==> src/rtl/inflight_write_tracker_pkg.sv <==
// Shared types and constants for the in-flight write tracker.
package inflight_write_tracker_pkg;

    localparam int REG_NUM_W = 3;
    localparam int DATA_W    = 16;

    // One in-flight register write: destination, result and whether the result exists yet.
    typedef struct packed {
        logic                 write;
        logic                 ready;
        logic [REG_NUM_W-1:0] num;
        logic [DATA_W-1:0]    data;
    } inflight_slot_t;

    localparam inflight_slot_t SLOT_BUBBLE = '0;

    // Entry for a freshly issued instruction; its result is not known yet.
    function automatic inflight_slot_t make_issue_slot(input logic write,
                                                       input logic [REG_NUM_W-1:0] num);
        inflight_slot_t s;
        s       = SLOT_BUBBLE;
        s.write = write;
        s.num   = num;
        return s;
    endfunction

endpackage

==> src/rtl/inflight_write_tracker_if.sv <==
// Issue/result/forwarding bundle between the pipeline and the in-flight write tracker.
interface inflight_write_tracker_if
    import inflight_write_tracker_pkg::*;
#(
    parameter int DEPTH = 6
);
    logic                       hold_in;
    logic                       flush_in;
    logic                       issue_valid_in;
    logic                       issue_write_in;
    logic [REG_NUM_W-1:0]       issue_num_in;
    logic [REG_NUM_W-1:0]       src_a_num_in;
    logic [REG_NUM_W-1:0]       src_b_num_in;
    logic                       src_a_used_in;
    logic                       src_b_used_in;
    logic                       alu_valid_in;
    logic [DATA_W-1:0]          alu_data_in;
    logic                       mem_valid_in;
    logic [DATA_W-1:0]          mem_data_in;
    logic [DEPTH-1:0]           m_write_out;
    logic [REG_NUM_W*DEPTH-1:0] m_num_out;
    logic [DATA_W*DEPTH-1:0]    m_data_out;
    logic                       stall_out;
    logic                       rf_we_out;
    logic [REG_NUM_W-1:0]       rf_num_out;
    logic [DATA_W-1:0]          rf_data_out;

    // Pipeline side: drives issue/results, observes forwarding views and stall.
    modport master (
        output hold_in, flush_in, issue_valid_in, issue_write_in, issue_num_in,
               src_a_num_in, src_b_num_in, src_a_used_in, src_b_used_in,
               alu_valid_in, alu_data_in, mem_valid_in, mem_data_in,
        input  m_write_out, m_num_out, m_data_out, stall_out,
               rf_we_out, rf_num_out, rf_data_out
    );

    // Tracker side.
    modport slave (
        input  hold_in, flush_in, issue_valid_in, issue_write_in, issue_num_in,
               src_a_num_in, src_b_num_in, src_a_used_in, src_b_used_in,
               alu_valid_in, alu_data_in, mem_valid_in, mem_data_in,
        output m_write_out, m_num_out, m_data_out, stall_out,
               rf_we_out, rf_num_out, rf_data_out
    );

endinterface

==> src/rtl/inflight_write_tracker_track_youngest_match.sv <==
// Priority search for the youngest in-flight writer of one source register.
module track_youngest_match
    import inflight_write_tracker_pkg::*;
#(
    parameter int DEPTH = 6
) (
    input  inflight_slot_t       slots_i [DEPTH],
    input  logic [REG_NUM_W-1:0] num_i,
    output logic                 hit_o,
    output logic                 ready_o
);

    // Scan oldest to youngest so the youngest matching writer overrides older ones.
    always_comb begin
        hit_o   = 1'b0;
        ready_o = 1'b0;
        for (int unsigned i = 0; i < DEPTH; i++) begin
            if (slots_i[DEPTH-1-i].write && (slots_i[DEPTH-1-i].num == num_i)) begin
                hit_o   = 1'b1;
                ready_o = slots_i[DEPTH-1-i].ready;
            end
        end
    end

endmodule

==> src/rtl/inflight_write_tracker.sv <==
// In-flight write tracker: shift register of pending register writes, forwarding
// views, load-use stall detection and oldest-slot retire to the register file.
module inflight_write_tracker
    import inflight_write_tracker_pkg::*;
#(
    parameter int DEPTH       = 6,
    parameter int ALU_STAGE   = 2,
    parameter int MEM_STAGE   = 4,
    parameter int FLUSH_DEPTH = 2
) (
    input  logic                    clk,
    input  logic                    rst,
    inflight_write_tracker_if.slave bus
);

    // Index 0 holds slot 1 (youngest), index DEPTH-1 holds slot DEPTH (oldest).
    inflight_slot_t       slots_q  [DEPTH];
    inflight_slot_t       slots_d  [DEPTH];
    inflight_slot_t       filled   [DEPTH];
    logic                 rf_we_q, rf_we_d;
    logic [REG_NUM_W-1:0] rf_num_q, rf_num_d;
    logic [DATA_W-1:0]    rf_data_q, rf_data_d;

    logic hit_a, ready_a, hit_b, ready_b;
    logic stall;

    track_youngest_match #(.DEPTH(DEPTH)) u_match_a (
        .slots_i (slots_q),
        .num_i   (bus.src_a_num_in),
        .hit_o   (hit_a),
        .ready_o (ready_a)
    );

    track_youngest_match #(.DEPTH(DEPTH)) u_match_b (
        .slots_i (slots_q),
        .num_i   (bus.src_b_num_in),
        .hit_o   (hit_b),
        .ready_o (ready_b)
    );

    // Stall only on registered readiness; a result arriving this cycle is seen next cycle.
    always_comb begin
        stall = (bus.src_a_used_in && hit_a && !ready_a) ||
                (bus.src_b_used_in && hit_b && !ready_b);
    end

    // Results land only in real, still-unready writes at their stage.
    always_comb begin
        for (int unsigned k = 0; k < DEPTH; k++) begin
            filled[k] = slots_q[k];
        end
        if (bus.alu_valid_in && filled[ALU_STAGE-1].write && !filled[ALU_STAGE-1].ready) begin
            filled[ALU_STAGE-1].data  = bus.alu_data_in;
            filled[ALU_STAGE-1].ready = 1'b1;
        end
        if (bus.mem_valid_in && filled[MEM_STAGE-1].write && !filled[MEM_STAGE-1].ready) begin
            filled[MEM_STAGE-1].data  = bus.mem_data_in;
            filled[MEM_STAGE-1].ready = 1'b1;
        end
    end

    // Shift post-fill contents one age older, admit issue or bubble, then apply flush.
    always_comb begin
        if (bus.issue_valid_in && !stall && !bus.flush_in) begin
            slots_d[0] = make_issue_slot(bus.issue_write_in, bus.issue_num_in);
        end else begin
            slots_d[0] = SLOT_BUBBLE;
        end
        for (int unsigned k = 1; k < DEPTH; k++) begin
            slots_d[k] = filled[k-1];
        end
        if (bus.flush_in) begin
            for (int unsigned k = 0; k < FLUSH_DEPTH; k++) begin
                slots_d[k] = SLOT_BUBBLE;
            end
        end
    end

    // Oldest slot always leaves; only a ready write reaches the register file.
    always_comb begin
        rf_we_d   = filled[DEPTH-1].write && filled[DEPTH-1].ready;
        rf_num_d  = filled[DEPTH-1].num;
        rf_data_d = filled[DEPTH-1].data;
    end

    // State register: reset clears all, hold freezes slots and silences the write port.
    always_ff @(posedge clk) begin
        if (rst) begin
            for (int unsigned k = 0; k < DEPTH; k++) begin
                slots_q[k] <= SLOT_BUBBLE;
            end
            rf_we_q   <= 1'b0;
            rf_num_q  <= '0;
            rf_data_q <= '0;
        end else if (bus.hold_in) begin
            rf_we_q <= 1'b0;
        end else begin
            for (int unsigned k = 0; k < DEPTH; k++) begin
                slots_q[k] <= slots_d[k];
            end
            rf_we_q   <= rf_we_d;
            rf_num_q  <= rf_num_d;
            rf_data_q <= rf_data_d;
        end
    end

    // Flatten slot registers into the per-age forwarding views.
    always_comb begin
        bus.m_write_out = '0;
        bus.m_num_out   = '0;
        bus.m_data_out  = '0;
        for (int unsigned k = 0; k < DEPTH; k++) begin
            bus.m_write_out[k]                  = slots_q[k].write;
            bus.m_num_out[k*REG_NUM_W +: REG_NUM_W] = slots_q[k].num;
            bus.m_data_out[k*DATA_W +: DATA_W]  = slots_q[k].data;
        end
    end

    // Drive stall and the registered write port.
    always_comb begin
        bus.stall_out   = stall;
        bus.rf_we_out   = rf_we_q;
        bus.rf_num_out  = rf_num_q;
        bus.rf_data_out = rf_data_q;
    end

endmodule

==> src/flat_wrapper.sv <==
// flat-port wrapper written by rule: the top's interface ports become plain ports
module inflight_write_tracker_flat import inflight_write_tracker_pkg::*;
#(
    parameter int DEPTH       = 6,
    parameter int ALU_STAGE   = 2,
    parameter int MEM_STAGE   = 4,
    parameter int FLUSH_DEPTH = 2
)
  (clk, rst, bus_hold_in, bus_flush_in, bus_issue_valid_in, bus_issue_write_in, bus_issue_num_in, bus_src_a_num_in, bus_src_b_num_in, bus_src_a_used_in, bus_src_b_used_in, bus_alu_valid_in, bus_alu_data_in, bus_mem_valid_in, bus_mem_data_in, bus_m_write_out, bus_m_num_out, bus_m_data_out, bus_stall_out, bus_rf_we_out, bus_rf_num_out, bus_rf_data_out);
  inflight_write_tracker_if #(.DEPTH(DEPTH)) bus_i ();
  input  logic clk;
  input  logic rst;
  input wire logic [$bits(bus_i.hold_in)-1:0] bus_hold_in;
  input wire logic [$bits(bus_i.flush_in)-1:0] bus_flush_in;
  input wire logic [$bits(bus_i.issue_valid_in)-1:0] bus_issue_valid_in;
  input wire logic [$bits(bus_i.issue_write_in)-1:0] bus_issue_write_in;
  input wire logic [$bits(bus_i.issue_num_in)-1:0] bus_issue_num_in;
  input wire logic [$bits(bus_i.src_a_num_in)-1:0] bus_src_a_num_in;
  input wire logic [$bits(bus_i.src_b_num_in)-1:0] bus_src_b_num_in;
  input wire logic [$bits(bus_i.src_a_used_in)-1:0] bus_src_a_used_in;
  input wire logic [$bits(bus_i.src_b_used_in)-1:0] bus_src_b_used_in;
  input wire logic [$bits(bus_i.alu_valid_in)-1:0] bus_alu_valid_in;
  input wire logic [$bits(bus_i.alu_data_in)-1:0] bus_alu_data_in;
  input wire logic [$bits(bus_i.mem_valid_in)-1:0] bus_mem_valid_in;
  input wire logic [$bits(bus_i.mem_data_in)-1:0] bus_mem_data_in;
  output wire logic [$bits(bus_i.m_write_out)-1:0] bus_m_write_out;
  output wire logic [$bits(bus_i.m_num_out)-1:0] bus_m_num_out;
  output wire logic [$bits(bus_i.m_data_out)-1:0] bus_m_data_out;
  output wire logic [$bits(bus_i.stall_out)-1:0] bus_stall_out;
  output wire logic [$bits(bus_i.rf_we_out)-1:0] bus_rf_we_out;
  output wire logic [$bits(bus_i.rf_num_out)-1:0] bus_rf_num_out;
  output wire logic [$bits(bus_i.rf_data_out)-1:0] bus_rf_data_out;
  assign bus_i.hold_in = bus_hold_in;
  assign bus_i.flush_in = bus_flush_in;
  assign bus_i.issue_valid_in = bus_issue_valid_in;
  assign bus_i.issue_write_in = bus_issue_write_in;
  assign bus_i.issue_num_in = bus_issue_num_in;
  assign bus_i.src_a_num_in = bus_src_a_num_in;
  assign bus_i.src_b_num_in = bus_src_b_num_in;
  assign bus_i.src_a_used_in = bus_src_a_used_in;
  assign bus_i.src_b_used_in = bus_src_b_used_in;
  assign bus_i.alu_valid_in = bus_alu_valid_in;
  assign bus_i.alu_data_in = bus_alu_data_in;
  assign bus_i.mem_valid_in = bus_mem_valid_in;
  assign bus_i.mem_data_in = bus_mem_data_in;
  assign bus_m_write_out = bus_i.m_write_out;
  assign bus_m_num_out = bus_i.m_num_out;
  assign bus_m_data_out = bus_i.m_data_out;
  assign bus_stall_out = bus_i.stall_out;
  assign bus_rf_we_out = bus_i.rf_we_out;
  assign bus_rf_num_out = bus_i.rf_num_out;
  assign bus_rf_data_out = bus_i.rf_data_out;
  inflight_write_tracker #(.DEPTH(DEPTH), .ALU_STAGE(ALU_STAGE), .MEM_STAGE(MEM_STAGE), .FLUSH_DEPTH(FLUSH_DEPTH)) u_core (.clk(clk), .rst(rst), .bus(bus_i));
endmodule
==> config.mk <==
export PLATFORM = sky130hd
export DESIGN_NAME = inflight_write_tracker_flat
export DESIGN_NICKNAME = d
export VERILOG_FILES = /design/src/rtl/inflight_write_tracker_pkg.sv /design/src/rtl/inflight_write_tracker_if.sv /design/src/rtl/inflight_write_tracker_track_youngest_match.sv /design/src/rtl/inflight_write_tracker.sv /design/src/flat_wrapper.sv
export SDC_FILE = /design/constraint.sdc
export NUM_CORES = 1
export LEC_CHECK = 0
export CAP_MARGIN = 20
export CORE_MARGIN = 4
export CORE_UTILIZATION = 35
export DETAILED_ROUTE_END_ITERATION = 7
export DONT_BUFFER_PORTS = 1
export GPL_TIMING_DRIVEN = 0
export PLACE_DENSITY = 0.51
export SETUP_SLACK_MARGIN = 0.2
export SLEW_MARGIN = 20
export SYNTH_ARGS = -nofsm -noshare
export SYNTH_HDL_FRONTEND = slang
export SYNTH_SLANG_ARGS = --single-unit
==> constraint.sdc <==
create_clock -name clk -period 3.6 [get_ports clk]
set_input_delay 0.72 -clock clk [delete_from_list [all_inputs] [get_ports clk]]
set_output_delay 0.72 -clock clk [all_outputs]
set_load 0.1 [all_outputs]
Word-level counts from Yosys, hierarchy flattened
Index checks and enable logic that the tools add are counted.

cells by class
  reduce and logical (&&, ||, !) cells = 31
  equality and inequality tests = 12
  mux-type cells = 30

operator list
  kind                number
  two-way mux 42 bit  1
  == test 3 bit       12
  two-way mux 16 bit  2
  two-way mux 1 bit   26
  logical AND 1 bit   23
  two-way mux 21 bit  1
  logical NOT 1 bit   6
  OR reduction 2 bit  1
  logical OR 1 bit    1

word-level totals
  word-level logic and storage cells = 100
  output and inout port bits = 141
  input port bits = 51
  bits in registers = 146

Longest topological paths before layout
  depth in word-level cells = 16
  mapped depth = 7
  depth with buffers taken out = 6

Modules after synthesis
From an unflattened synthesis, not the netlist that was laid out.

second synthesis, totals
  cell total of the unflattened synthesis = 609
  area total of the unflattened synthesis = 5736.8 um^2

modules (own cells, without submodules)
  module                  instances  cells each  area an instance (um^2)  seq. area each (um^2)
  inflight_write_tracker  1          531         5138.7                   2242.2
  track_youngest_match    2          39          299.0                    0.0

Worst setup path before layout
No wires, ideal clock.

  kind = input to output
  start point = input port bus_src_a_num_in[2]
  end point = output port bus_stall_out
  path buffers = 1
  setup slack = 0.970 ns
  data arrival time = 1.910 ns
  stages on the path = 6
  data required time = 2.880 ns
  path through = buf_6 > xnor2_1 > nand3_1 > o211ai_1 > a22o_1 > or3_4

on the way
  word-level cells in the longest chain between the ends = 11
  elaborated cells between the ends (all ways) = 28
  classes of those cells = eq/ne (6); mux (12); reduce/logical (10)

ends and longest elaborated chain
  item                                                           RTL line                                           text
  from (decl)                                                    flat_wrapper.sv:18                                 input wire logic [$bits(bus_i.src_a_num_in)-1:0] bus_src_a_num_in;
  == test 3 bit                                                  inflight_write_tracker_track_youngest_match.sv:18  if (slots_i[DEPTH-1-i].write && (slots_i[DEPTH-1-i].num == num_i)) begin
  logical AND 1 bit                                              inflight_write_tracker_track_youngest_match.sv:18
  two-way mux 1 bit (6 in a row)                                 inflight_write_tracker_track_youngest_match.sv:18
  logical AND 1 bit / logical NOT 1 bit (equally long branches)  inflight_write_tracker.sv:43                       stall = (bus.src_a_used_in && hit_a && !ready_a) ||
  logical AND 1 bit (*)                                          inflight_write_tracker.sv:43
  logical OR 1 bit (*)                                           inflight_write_tracker.sv:43
  to (decl)                                                      flat_wrapper.sv:29                                 output wire logic [$bits(bus_i.stall_out)-1:0] bus_stall_out;

Every way passes the cells marked *; elsewhere a longest branch is shown, timed or not.

Worst setup path after layout
  start point = register u_core.slots_q (netlist bit u_core.bus.m_num_out[4])
  end point = output port bus_stall_out

on the way
  word-level cells in the longest chain between the ends = 7
  elaborated cells between the ends (all ways) = 19
  classes of those cells = eq/ne (2); mux (8); reduce/logical (9)

ends and longest elaborated chain
  item                                       RTL line                                                    text
  from (decl)                                inflight_write_tracker.sv:17                                inflight_slot_t slots_q [DEPTH];
  from (signal, indexed assignment)          inflight_write_tracker.sv:99                                slots_q[k] <= slots_d[k];
  == test 3 bit                              inflight_write_tracker_track_youngest_match.sv:18
  logical AND 1 bit                          inflight_write_tracker_track_youngest_match.sv:18
  two-way mux 1 bit (2 in a row)             inflight_write_tracker_track_youngest_match.sv:18
  logical AND 1 bit (tied with other cells)  inflight_write_tracker.sv:43
  logical AND 1 bit (on tied branches)       inflight_write_tracker.sv:43, inflight_write_tracker.sv:44
  logical OR 1 bit (*)                       inflight_write_tracker.sv:43

Marks and branches as above.

==> results.py <==
metrics = {
    "floorplanning": {
        "rows": 45,
        "die_w_um": 134,
        "die_h_um": 134,
        "io_pins": 192,
        "start_util_pct": 36.0,
        "core_um2": 15400,
        "die-area_um2": 17900,
    },
    "grt": {
        "grt.overflow.total": 0,
        "grt_pass1_wl_mm": 22.0,
        "grt_max_degree": 19,
        "track_usage_pct": 15.8,
        "antenna_found_initial": 0,
        "grt_pass1_vias": 3911,
    },
    "timing": {
        "period_share_pct": 76.5,
        "max_freq_mhz": 363,
        "setup_tns_ps": 0,
        "worst_pin_slew_ps": 1040,
        "finalHoldViolations": 0,
        "setup_viol_count_final": 0,
        "slew_violations": 0,
        "layout_min_cycle_time_ps": 2750,
        "skew_ps": 8.04,
        "timing.hold.ws_ps": 482,
        "slew_headroom_pct": 30.7,
        "grt_setup_unrepaired": "false",
    },
    "synthesis": {
        "synth_flop_cell": "dfxtp_1",
        "synth_simple_gate_area_share_pct": 12.9,
        "synth-compound-area-share_pct": 5.49,
        "synth_top_family_by_area": "buffers and inverters",
        "yosysMostFrequentCell": "nor2_1",
        "netlist_top_cells_area": "dfxtp_1, buf_4, mux2i_1, nor2_1, xnor2_1",
        "yosys-mux-area-fraction_pct": 15.8,
        "synth_cell_types": 29,
        "synth_fa_ha_area_share_pct": 0,
        "netlist_instances": 605,
        "synth_edf_count": 0,
        "synth-seq-cells": 112,
        "ys_warn_count": 0,
        "yosysTopAreaCellShare_pct": 40.5,
        "yosysTopAreaCell": "dfxtp_1",
        "avgSynthCellArea_um2": 9.16,
        "seq_area_frac_synth_pct": 40.5,
        "synthTopCellsByCount": "nor2_1, buf_4, dfxtp_1",
        "yosys.area_share.xor_xnor_pct": 5.69,
        "synthArstFlopShare_pct": 0,
        "syn_area_um2": 5540,
    },
    "drt": {
        "vias_per_cell": 4.50,
        "drtPass1Iterations": 4,
        "vias": 3883,
        "final_antenna_net_count": 0,
        "routed_wl_mm": 14.3,
        "drtIter0Drc": 85,
        "wire_per_inst_um": 16.6,
        "drc": 0,
    },
    "pwr": {
        "peakVddDrop_uv": 248,
        "p_comb_share_pct": 12.3,
        "swShare_pct": 27.7,
        "netSwitchingPower_w": 0.000718,
        "power_density_nw_per_um2": 417,
        "leakage_nw": 2.82,
        "power_frac_clock_pct": 39.9,
        "p_seq_share_pct": 47.9,
        "internal-power_w": 0.00188,
    },
    "placed_design": {
        "gp_congestion": 0.757,
        "dpl.hpwl_mm": 11.4,
        "port_buffers": 0,
    },
    "clock_network": {
        "htreeDepth": 3,
        "clk_pin_slew_worst_paths_ps": 70,
        "numCtsBuffers": 9,
        "holdBufCountCts": 0,
        "clkLatencyLatePin_ps": 350,
        "cts-resized-gates": 0,
        "cts.path.max_buffers": 2,
        "cts_tree": "yes",
        "cts.sinks": 112,
        "cts_setup_buffers": 0,
        "root_buffer": "clkbuf_16",
    },
    "setup_path": {
        "cp_data_arrival_time_ps": 2030,
        "slowest_stage": "or3_4",
        "cp_max_fo": 5,
        "cp_slowest_stage_delay_ps": 570,
        "setup.worst_path.end_class": "primary output",
        "worst_ep_required_time_ps": 2880,
        "path_class": "reg2out",
        "start_kind": "register",
        "path_cells": "xnor2_1 -> nand4_2 -> o211ai_1 -> a22o_1 -> or3_4",
    },
    "final_layout": {
        "syn2layout_area_growth_pct": 12.4,
        "fin_nets": 698,
        "insertedDiodeCount": 0,
        "layout-drive-gt1-share_pct": 24.4,
    },
    "worst_hold_path": {
        "worstHoldPathType": "reg2reg",
    },
    "run_status": {
        "status": "finished clean",
    },
    "run": {
        "cap_violations": 0,
    },
}
power groups by stage:
stage | clock network, W | registers, W | logic [W]
final | 0.00103 | 0.00124 | 0.000318
after global routing | 0.00110 | 0.00124 | 0.000333
after CTS | 0.00107 | 0.00124 | 0.000319
after detailed placement | 0 | 0.00127 | 0.000319
after global placement | 0 | 0.00127 | 0.000316
after floorplan | 0 | 0.00127 | 0.000287
stage by stage:
step                cells  total power (W)  utilization, %  setup slack, ps  cell area (µm²)
global route          863          0.00268            40.5              787             6230
global placement      847          0.00159            38.5              891             5920
finish                863          0.00260            40.5              847             6230
detailed placement    847          0.00159            38.5              851             5920
floorplan             636          0.00156               -              970             5660
CTS                   863          0.00263            40.5              839             6230
cells by family (layout without fill, tap and decap cells):
| family | Yosys count | count (layout) |
|---|---|---|
| AOI/OAI and AO/OA | 48 | 48 |
| xor gates and xnor gates | 36 | 36 |
| other | 1 | 32 |
| buffers and inverters | 157 | 173 |
| muxes | 87 | 87 |
| and+or+nand+nor | 164 | 164 |
| DFF | 112 | 112 |
sequential cells by signal, indices dropped and copies added (netlist names):
register and cells:
u_core.rf_data_d 16, u_core.bus.rf_data_out 16, u_core.filled 3, u_core.bus.m_data_out 48
u_core.bus.rf_we_out 1, u_core.slots_q 1, u_core.bus.rf_num_out 3, u_core.bus.m_write_out 6
u_core.rf_num_d 3, u_core.bus.m_num_out 15
final timing paths:
path                                 from                       to  slack [ps]  cells after the start
setup / recovery  u_core.bus.m_num_out[4]            bus_stall_out         850                      5
hold / removal          u_core.filled[19]     u_core.bus.rf_we_out         480                      2
setup reg to reg  u_core.bus.m_num_out[4]  u_core.bus.m_num_out[2]        1660                      6
hold reg to reg         u_core.filled[19]     u_core.bus.rf_we_out         480                      2
worst max-delay path, delay by kind of cell, from the launching register on:
| family | cells | cell delay, ps |
|---|---|---|
| AND/OR/NAND/NOR | 2 | 670 |
| flip-flops | 1 | 510 |
| AO/OA/AOI/OAI | 2 | 340 |
| XOR/XNOR | 1 | 150 |
layout by cell type (no fill, tap or decap), types with 3 or more instances in the layout:
master and n:
a21oi_1 25, a22oi_1 16, buf_2 9, buf_4 123, buf_6 3, clkbuf_1 22, clkbuf_16 9, conb_1 32
dfxtp_1 112, mux2i_1 85, nand2_1 9, nand3_1 4, nand4_1 12, nor2_1 124, nor3b_1 4, o21ai_2 4
xnor2_1 36
layout make-up:
type                       count  area, µm²
buffer                       157       1080
clock buffer                  11        243
clock inverter                 5       63.8
fill                        1569       9150
multi-input combinational    367       2330
sequential                   112       2240
tap                          211        264
metal layers:
layer	routed length (µm)	GRT usage (%)	vias to the layer above
li1	-	-	1937
met1	6400	19.9	1793
met2	6680	25.6	135
met3	995	4.88	18
met4	260	5.54	0
met5	0	0	-
Power figures use the tool's default switching activity.
